--- config.mk ---
export PLATFORM = sky130hd
export DESIGN_NAME = mem_access_ctrl_flat
export DESIGN_NICKNAME = d
export VERILOG_FILES = /design/src/rtl/mem_access_ctrl_if.sv /design/src/rtl/mem_access_ctrl.sv /design/src/flat_wrapper.sv
export SDC_FILE = /design/constraint.sdc
export NUM_CORES = 1
export LEC_CHECK = 0
export ABC_AREA = 1
export BUFFER_PORTS_ARGS = -buffer_cell sky130_fd_sc_hd__buf_2
export CORE_MARGIN = 2
export CORE_UTILIZATION = 50
export CTS_CLUSTER_DIAMETER = 120
export CTS_CLUSTER_SIZE = 12
export DETAILED_ROUTE_END_ITERATION = 8
export HOLD_SLACK_MARGIN = 0.08
export MAX_ROUTING_LAYER = met4
export PLACE_DENSITY = 0.84
export SETUP_SLACK_MARGIN = 0.05
export SLEW_MARGIN = 20
export SYNTH_ARGS = -nofsm -noshare
export SYNTH_HDL_FRONTEND = slang
export SYNTH_SLANG_ARGS = --single-unit
--- constraint.sdc ---
create_clock -name CLK -period 2.75 [get_ports CLK]
set_clock_uncertainty 0.05 [all_clocks]
set_input_delay 0.1375 -clock CLK [delete_from_list [all_inputs] [get_ports CLK]]
set_output_delay 0.1375 -clock CLK [all_outputs]
set_load 0.02 [all_outputs]
--- src/rtl/mem_access_ctrl_if.sv ---
// rtl/mem_access_ctrl_if.sv - memory-side bus of mem_access_ctrl
interface mem_access_ctrl_if;
  logic        mem_req_o;
  logic        mem_we_o;
  logic [31:0] mem_addr_o;
  logic [3:0]  mem_be_o;
  logic [31:0] mem_wdata_o;
  logic [31:0] mem_rdata_i;
  logic        mem_ack_i;

  modport master (
    output mem_req_o, mem_we_o, mem_addr_o, mem_be_o, mem_wdata_o,
    input  mem_rdata_i, mem_ack_i
  );

  modport slave (
    input  mem_req_o, mem_we_o, mem_addr_o, mem_be_o, mem_wdata_o,
    output mem_rdata_i, mem_ack_i
  );
endinterface

--- src/rtl/mem_access_ctrl.sv ---
// rtl/mem_access_ctrl.sv - EX/MEM load/store access controller with wait-state timeout
// Optional ALIGN_CHECK_EN: misaligned word accesses fault without touching memory.
module mem_access_ctrl (
  input  logic               CLK,
  input  logic               CLR_N,
  input  logic               enable_i,
  input  logic               rw_i,
  input  logic               size_i,
  input  logic               load_i,
  input  logic               rf_i,
  input  logic [31:0]        addr_i,
  input  logic [31:0]        wdata_i,
  mem_access_ctrl_if.master  mem,
  output logic               stall_o,
  output logic               valid_o,
  output logic [31:0]        rdata_o,
  output logic               load_o,
  output logic               rf_o,
  output logic               err_o,
  output logic               fault_o
);

  typedef enum logic [1:0] {IDLE, BUSY, RESP} state_t;

  state_t      state_q;
  logic [7:0]  cnt_q;
  logic        rw_q, size_q, load_q, rf_q;
  logic [31:0] addr_q, wdata_q;
  logic        req_q, valid_q, err_q, fault_q, load_out_q, rf_out_q;
  logic [31:0] rdata_q;
  logic [7:0]  lane_d;
  logic [31:0] rdata_d;
  logic        misalign_w;

`ifdef ALIGN_CHECK_EN
  assign misalign_w = ~size_i & (addr_i[1:0] != 2'b00);
`else
  assign misalign_w = 1'b0;
`endif

  always_comb begin
    lane_d  = 8'h00;
    rdata_d = '0;
    case (addr_q[1:0])
      2'd0: lane_d = mem.mem_rdata_i[7:0];
      2'd1: lane_d = mem.mem_rdata_i[15:8];
      2'd2: lane_d = mem.mem_rdata_i[23:16];
      default: lane_d = mem.mem_rdata_i[31:24];
    endcase
    if (rw_q)
      rdata_d = '0;
    else if (size_q)
      rdata_d = {24'h000000, lane_d};
    else
      rdata_d = mem.mem_rdata_i;
  end

  always_ff @(posedge CLK) begin
    if (!CLR_N) begin
      state_q    <= IDLE;
      cnt_q      <= '0;
      rw_q       <= 1'b0;
      size_q     <= 1'b0;
      load_q     <= 1'b0;
      rf_q       <= 1'b0;
      addr_q     <= '0;
      wdata_q    <= '0;
      req_q      <= 1'b0;
      valid_q    <= 1'b0;
      err_q      <= 1'b0;
      fault_q    <= 1'b0;
      load_out_q <= 1'b0;
      rf_out_q   <= 1'b0;
      rdata_q    <= '0;
    end else begin
      // Response outputs are one-cycle pulses unless re-armed below.
      valid_q    <= 1'b0;
      err_q      <= 1'b0;
      fault_q    <= 1'b0;
      load_out_q <= 1'b0;
      rf_out_q   <= 1'b0;
      rdata_q    <= '0;
      case (state_q)
        IDLE: begin
          if (enable_i) begin
            rw_q    <= rw_i;
            size_q  <= size_i;
            load_q  <= load_i;
            rf_q    <= rf_i;
            addr_q  <= addr_i;
            wdata_q <= wdata_i;
            cnt_q   <= '0;
            if (misalign_w) begin
              state_q    <= RESP;
              valid_q    <= 1'b1;
              fault_q    <= 1'b1;
              load_out_q <= load_i;
              rf_out_q   <= rf_i;
            end else begin
              state_q <= BUSY;
              req_q   <= 1'b1;
            end
          end
        end
        BUSY: begin
          // Ack wins over a timeout landing on the same cycle.
          if (mem.mem_ack_i) begin
            state_q    <= RESP;
            req_q      <= 1'b0;
            valid_q    <= 1'b1;
            rdata_q    <= rdata_d;
            load_out_q <= load_q;
            rf_out_q   <= rf_q;
          end else if (cnt_q == 8'hFF) begin
            state_q    <= RESP;
            req_q      <= 1'b0;
            valid_q    <= 1'b1;
            err_q      <= 1'b1;
            load_out_q <= load_q;
            rf_out_q   <= rf_q;
          end else begin
            cnt_q <= cnt_q + 8'd1;
          end
        end
        RESP: state_q <= IDLE;
        default: state_q <= IDLE;
      endcase
    end
  end

  assign mem.mem_req_o   = req_q;
  assign mem.mem_we_o    = req_q & rw_q;
  assign mem.mem_addr_o  = req_q ? {addr_q[31:2], 2'b00} : '0;
  assign mem.mem_be_o    = !req_q ? 4'b0000 : (size_q ? (4'b0001 << addr_q[1:0]) : 4'b1111);
  assign mem.mem_wdata_o = !req_q ? '0 : (size_q ? {4{wdata_q[7:0]}} : wdata_q);

  assign stall_o = CLR_N & (((state_q == IDLE) & enable_i) | (state_q == BUSY));
  assign valid_o = valid_q;
  assign rdata_o = rdata_q;
  assign load_o  = load_out_q;
  assign rf_o    = rf_out_q;
  assign err_o   = err_q;
  assign fault_o = fault_q;

endmodule

--- src/flat_wrapper.sv ---
// flat-port wrapper written by rule: the top's interface ports become plain ports
module mem_access_ctrl_flat 
  (CLK, CLR_N, enable_i, rw_i, size_i, load_i, rf_i, addr_i, wdata_i, stall_o, valid_o, rdata_o, load_o, rf_o, err_o, fault_o, mem_mem_req_o, mem_mem_we_o, mem_mem_addr_o, mem_mem_be_o, mem_mem_wdata_o, mem_mem_rdata_i, mem_mem_ack_i);
  mem_access_ctrl_if mem_i ();
  input  logic CLK;
  input  logic CLR_N;
  input  logic enable_i;
  input  logic rw_i;
  input  logic size_i;
  input  logic load_i;
  input  logic rf_i;
  input  logic [31:0] addr_i;
  input  logic [31:0] wdata_i;
  output logic stall_o;
  output logic valid_o;
  output logic [31:0] rdata_o;
  output logic load_o;
  output logic rf_o;
  output logic err_o;
  output logic fault_o;
  output wire logic [$bits(mem_i.mem_req_o)-1:0] mem_mem_req_o;
  output wire logic [$bits(mem_i.mem_we_o)-1:0] mem_mem_we_o;
  output wire logic [$bits(mem_i.mem_addr_o)-1:0] mem_mem_addr_o;
  output wire logic [$bits(mem_i.mem_be_o)-1:0] mem_mem_be_o;
  output wire logic [$bits(mem_i.mem_wdata_o)-1:0] mem_mem_wdata_o;
  input wire logic [$bits(mem_i.mem_rdata_i)-1:0] mem_mem_rdata_i;
  input wire logic [$bits(mem_i.mem_ack_i)-1:0] mem_mem_ack_i;
  assign mem_mem_req_o = mem_i.mem_req_o;
  assign mem_mem_we_o = mem_i.mem_we_o;
  assign mem_mem_addr_o = mem_i.mem_addr_o;
  assign mem_mem_be_o = mem_i.mem_be_o;
  assign mem_mem_wdata_o = mem_i.mem_wdata_o;
  assign mem_i.mem_rdata_i = mem_mem_rdata_i;
  assign mem_i.mem_ack_i = mem_mem_ack_i;
  mem_access_ctrl u_core (.CLK(CLK), .CLR_N(CLR_N), .enable_i(enable_i), .rw_i(rw_i), .size_i(size_i), .load_i(load_i), .rf_i(rf_i), .addr_i(addr_i), .wdata_i(wdata_i), .mem(mem_i), .stall_o(stall_o), .valid_o(valid_o), .rdata_o(rdata_o), .load_o(load_o), .rf_o(rf_o), .err_o(err_o), .fault_o(fault_o));
endmodule
# Word level (Yosys, flattened, before mapping)

Index checks and enable logic that the tools add are counted.
W data, S select, Z words.

Multiplexer cells: 25
$add $sub $neg: 1
Shift-type cells: 1
Reduce and logical (&&, ||, !) cells: 11
Equality and inequality tests: 8
Bitwise logic cells: 7

Operators by type and width:

| cell                  | count |
|---|---|
| $mux W32              | 3 |
| $mux W8               | 4 |
| $pmux W8 S3           | 1 |
| $pmux W8 S2           | 1 |
| $mux W1               | 9 |
| $add A8 B1 Y8 const B | 1 |
| $eq A8 B8 Y1 const B  | 1 |
| $mux W4               | 2 |
| $mux W2               | 3 |
| $ne A2 B2 Y1 const B  | 3 |
| $reduce_and A2 Y1     | 3 |
| $reduce_or A5 Y1      | 1 |
| $eq A2 B1 Y1 const B  | 2 |
| $logic_not A2 Y1      | 2 |
| $pmux W2 S2           | 1 |
| $reduce_and A4 Y1     | 1 |
| $reduce_or A4 Y1      | 1 |
| $shl A1 B2 Y4 const A | 1 |
| $and A1 B1 Y1         | 3 |
| $ne A3 B2 Y1 const B  | 1 |
| $not A1 Y1            | 3 |
| $reduce_and A3 Y1     | 1 |
| $reduce_or A3 Y1      | 1 |
| $eq A2 B2 Y1 const B  | 1 |
| 3 further kinds       | 3 |

Word-level logic and storage cells: 68
Register bits: 115
Bits of input ports: 104

# Logic depth before layout (Yosys ltp)

Depth after elaboration: 4
Gate-level depth with buffers: 8
Mapped depth without buffers: 8

# Worst setup path after synthesis

No wires, ideal clock.

Path type: register to output
Start point: reg u_core.req_q, in the netlist u_core.mem.mem_req_o
End point: out mem_mem_wdata_o[24]
Path slack: 1.291 ns
Arrival time: 1.272 ns
Stages on the path, launching flop included: 5
Cells stage by stage: dfxtp_1 -> clkbuf_1 -> inv_2 -> buf_1 -> a21oi_1

Cells in the longest elaborated chain, start to end: 1

RTL lines:

| item                     | RTL line               | source |
|---|---|---|
| start: declaration       | mem_access_ctrl.sv:29  | `logic req_q, valid_q, err_q, fault_q, load_out_q, rf_out_q;` |
| start signal: assignment | mem_access_ctrl.sv:68  | `req_q <= 1'b0;` |
| start signal: assignment | mem_access_ctrl.sv:101 | `req_q <= 1'b1;` |
| start signal: assignment | mem_access_ctrl.sv:109 | `req_q <= 1'b0;` |
| $mux W32                 | mem_access_ctrl.sv:135 | `assign mem.mem_wdata_o = !req_q ? '0 : (size_q ? {4{wdata_q[7:0]}} : wdata_q);` |
| end: declaration         | flat_wrapper.sv:25     | `output wire logic [$bits(mem_i.mem_wdata_o)-1:0] mem_mem_wdata_o;` |

No other way between the ends.

# Worst setup path after layout

Start point: reg u_core.size_q
End point: out mem_mem_be_o[0]

Cells in the longest elaborated chain, start to end: 2

RTL lines:

| item                     | RTL line               | source |
|---|---|---|
| start: declaration       | mem_access_ctrl.sv:27  | `logic rw_q, size_q, load_q, rf_q;` |
| start signal: assignment | mem_access_ctrl.sv:87  | `size_q <= size_i;` |
| $mux W4 (2 in a row)     | mem_access_ctrl.sv:134 | `assign mem.mem_be_o = !req_q ? 4'b0000 : (size_q ? (4'b0001 << addr_q[1:0]) : 4'b1111);` |
| end: declaration         | flat_wrapper.sv:24     | `output wire logic [$bits(mem_i.mem_be_o)-1:0] mem_mem_be_o;` |

No other way between the ends.

==> metrics.yaml <==
vdd_ir_drop_max_mv: 0.442
pin_count: 212
holdCritPathClass: "input pin to flip-flop"
critPathKind: "flip-flop to output port"
tns_ps: 0
cts_root_buf: "clkbuf_8"
cp_max_fo: 34
initialDrtViolationCount: 424
start_kind: "flip-flop"
synth_top_cell_area_share: 0.474
fillerInstances: 606
synth_edf_count: 0
antenna_found_initial: 0
synthFlopType: "dfxtp_1"
synth_seq_area_share: 0.474
path_clk_slew_ps: 50
cp_data_required_time_ps: 2560
finalSetupViolCount: 0
final_max_slew_viol_count: 0
cpMostUsedCell: "nor2_1"
core_sq_mm: 0.00933
port_buffers: 208
grt_pass1_wl_mm: 28.7
cts.repair.resized: 0
cts_hold_buf: 109
synth_area_leaders: "dfxtp_1 (47%), nor2_1 (13%), nand2_1 (10%)"
rrSetupSlack_ps: 510
drc_errors: 0
cp_num_buf_inv: 2
diodes: 0
wl_mm: 18.6
async_flop_share: 0
fp-row-count: 35
maxCapViolCount: 0
area_delta_synth_final_pct: 55.2
dp.final_hpwl_mm: 9.79
drive_gt1_frac: 0.249
h-tree-depth: 4
layout_commonest_cell: "buf_2"
outcome: "finished, final reports clean"
tightest_slew_ps: 649
grt_max_degree: 76
rr_endpoint: "u_core.rdata_o[7]$_SDFF_PP0_"
postSynthCellCount: 715
clk-insertion-delay-late_ps: 500
clock.fmax_mhz: 430
rr_worst_depth: 7
max-clock-path-buffers: 2
period_minus_slack_ps: 2320
hold_viol_final: 0
route.vias.total: 6103
first_global_vias: 5949
final_cell_mix: "buf_2 (208), nor2_1 (173), nand2_1 (129)"
cts_tree: "done"
dieArea_sq_mm: 0.0105
crit_chain: "inv_2 -> nor2_1 -> nor2_1 -> buf_2"
synth_seq_cells: 115
rsz0062_at_grt: "false"
reg2reg_from: "u_core.addr_q[1]$_SDFFE_PN0P_"
cp-end-kind: "output port"
gp_congestion: 0.938
ys_types: 25
grt_overflow: 0
antenna_left: 0
initial_core_util: 0.521
wl_per_cell_microns: 16.1
leakagePower_nw: 4.06
cp.depth: 4
cts_buffers: 17
cts.sink_count: 115
slew_headroom: 0.567
yosys.area.top_type: "dfxtp_1"
slowest_delay_ps: 710
die_h_microns: 103
cts_setup_buffers: 0
ys_warn_count: 0
place_ws_ps: 966
crit_slowest_cell: "dfxtp_1"
firstDrtPassIters: 5
syn_area_sq_mm: 0.00486
power_per_cell_area_mw_per_mm2: 607
finalCritPeriodShare: 0.845
crit_path_start: "u_core.size_q$_SDFFE_PN0P_"
die_width_microns: 103
syn_area_per_cell_sq_um: 6.79
endpoint: "mem_mem_be_o[0]"
crit_family: "flip-flops"
routed_via_density: 5.27
fin_nets: 1121
cp.arrival_ps: 2140
grt.total_usage: 0.362
timing.final.ws_setup_ps: 426
==> area by class of cell <==
class                           count  area [sq um]  share of cell area
Multi-Input combinational cell    474          2050               0.272
Timing Repair Buffer              322          2180               0.289
Sequential cell                   115          2300               0.305
Inverter                           86           323              0.0428
Tap cell                          129           161              0.0214
Clock inverter                      9          57.6             0.00763
Clock buffer                       22           463              0.0614
==> cell families after synthesis <==
kind of cell / after synthesis / share of synthesized area
AOI/OAI and AO/OA: 124 / 0.128
DFF: 115 / 0.474
other: 1 / 0.000772
and+or+nand+nor: 346 / 0.288
buffers and inverters: 128 / 0.106
adders and majority gates: 1 / 0.00258
==> stage by stage <==
step                      area, sq um  power [W]  hold slack [ps]  instances  utilization
after floorplan                  4860    0.00228              166        717            -
after global placement           5930    0.00249              299       1017        0.636
after detailed placement         5930    0.00250              307       1017        0.636
after CTS                        7540    0.00451              199       1157        0.808
after global routing             7540    0.00475              248       1157        0.808
final                            7540    0.00458              222       1157        0.808
==> worst min-delay path by stage <==
stage | cells past startpoint | to | slack (ps) | startpoint
4_1_cts | 4 | u_core.load_q$_SDFFE_PN0P_ | 200 | enable_i
3_3_place_gp | 2 | u_core.err_o$_SDFF_PP0_ | 300 | mem_mem_ack_i
3_5_place_dp | 2 | u_core.err_o$_SDFF_PP0_ | 310 | mem_mem_ack_i
2_1_floorplan | 1 | u_core.err_o$_SDFF_PP0_ | 170 | mem_mem_ack_i
5_1_grt | 4 | u_core.addr_q[1]$_SDFFE_PN0P_ | 250 | enable_i
6_report | 4 | u_core.load_q$_SDFFE_PN0P_ | 220 | enable_i
==> worst reg2reg max path: cells and delay by family, from the launching register on <==
| family | cells | cell delay [ps] |
|---|---|---|
| simple gates | 4 | 810 |
| flops | 1 | 510 |
| compound gates | 1 | 130 |
| buf+inv | 2 | 690 |
==> power breakdown <==
group	internal, W	total [W]	switching, W
combinational	0.000312	0.000781	0.000469
clock	0.00116	0.00193	0.000770
sequential	0.00178	0.00186	0.0000844
total	0.00325	0.00458	0.00132
==> cell usage after synthesis (2+ instances only) <==
master and count:
a21oi_1 43, buf_1 2, buf_2 5, buf_4 4
buf_6 2, clkbuf_1 29, dfxtp_1 115, inv_1 81
inv_2 5, nand2_1 129, nand2_2 2, nand2_4 2
nand3_1 30, nand4_1 4, nor2_1 173, nor2_2 2
o21ai_0 78, o21ai_1 2
==> sequential cells by signal, indices dropped and copies added, names as in the netlist, 2 cells and up <==
| name | flops |
|---|---|
| u_core.addr_q | 32 |
| u_core.cnt_q | 8 |
| u_core.rdata_o | 32 |
| u_core.state_q | 2 |
| u_core.wdata_q | 32 |
==> per-layer routing <==
layer / global-route usage / routed length [microns]
met2: 0.590 / 8760
met5: - / 0
met4: 0.219 / 973
met3: 0.0861 / 1930
met1: 0.401 / 6960
Power figures use the tool's default switching activity.
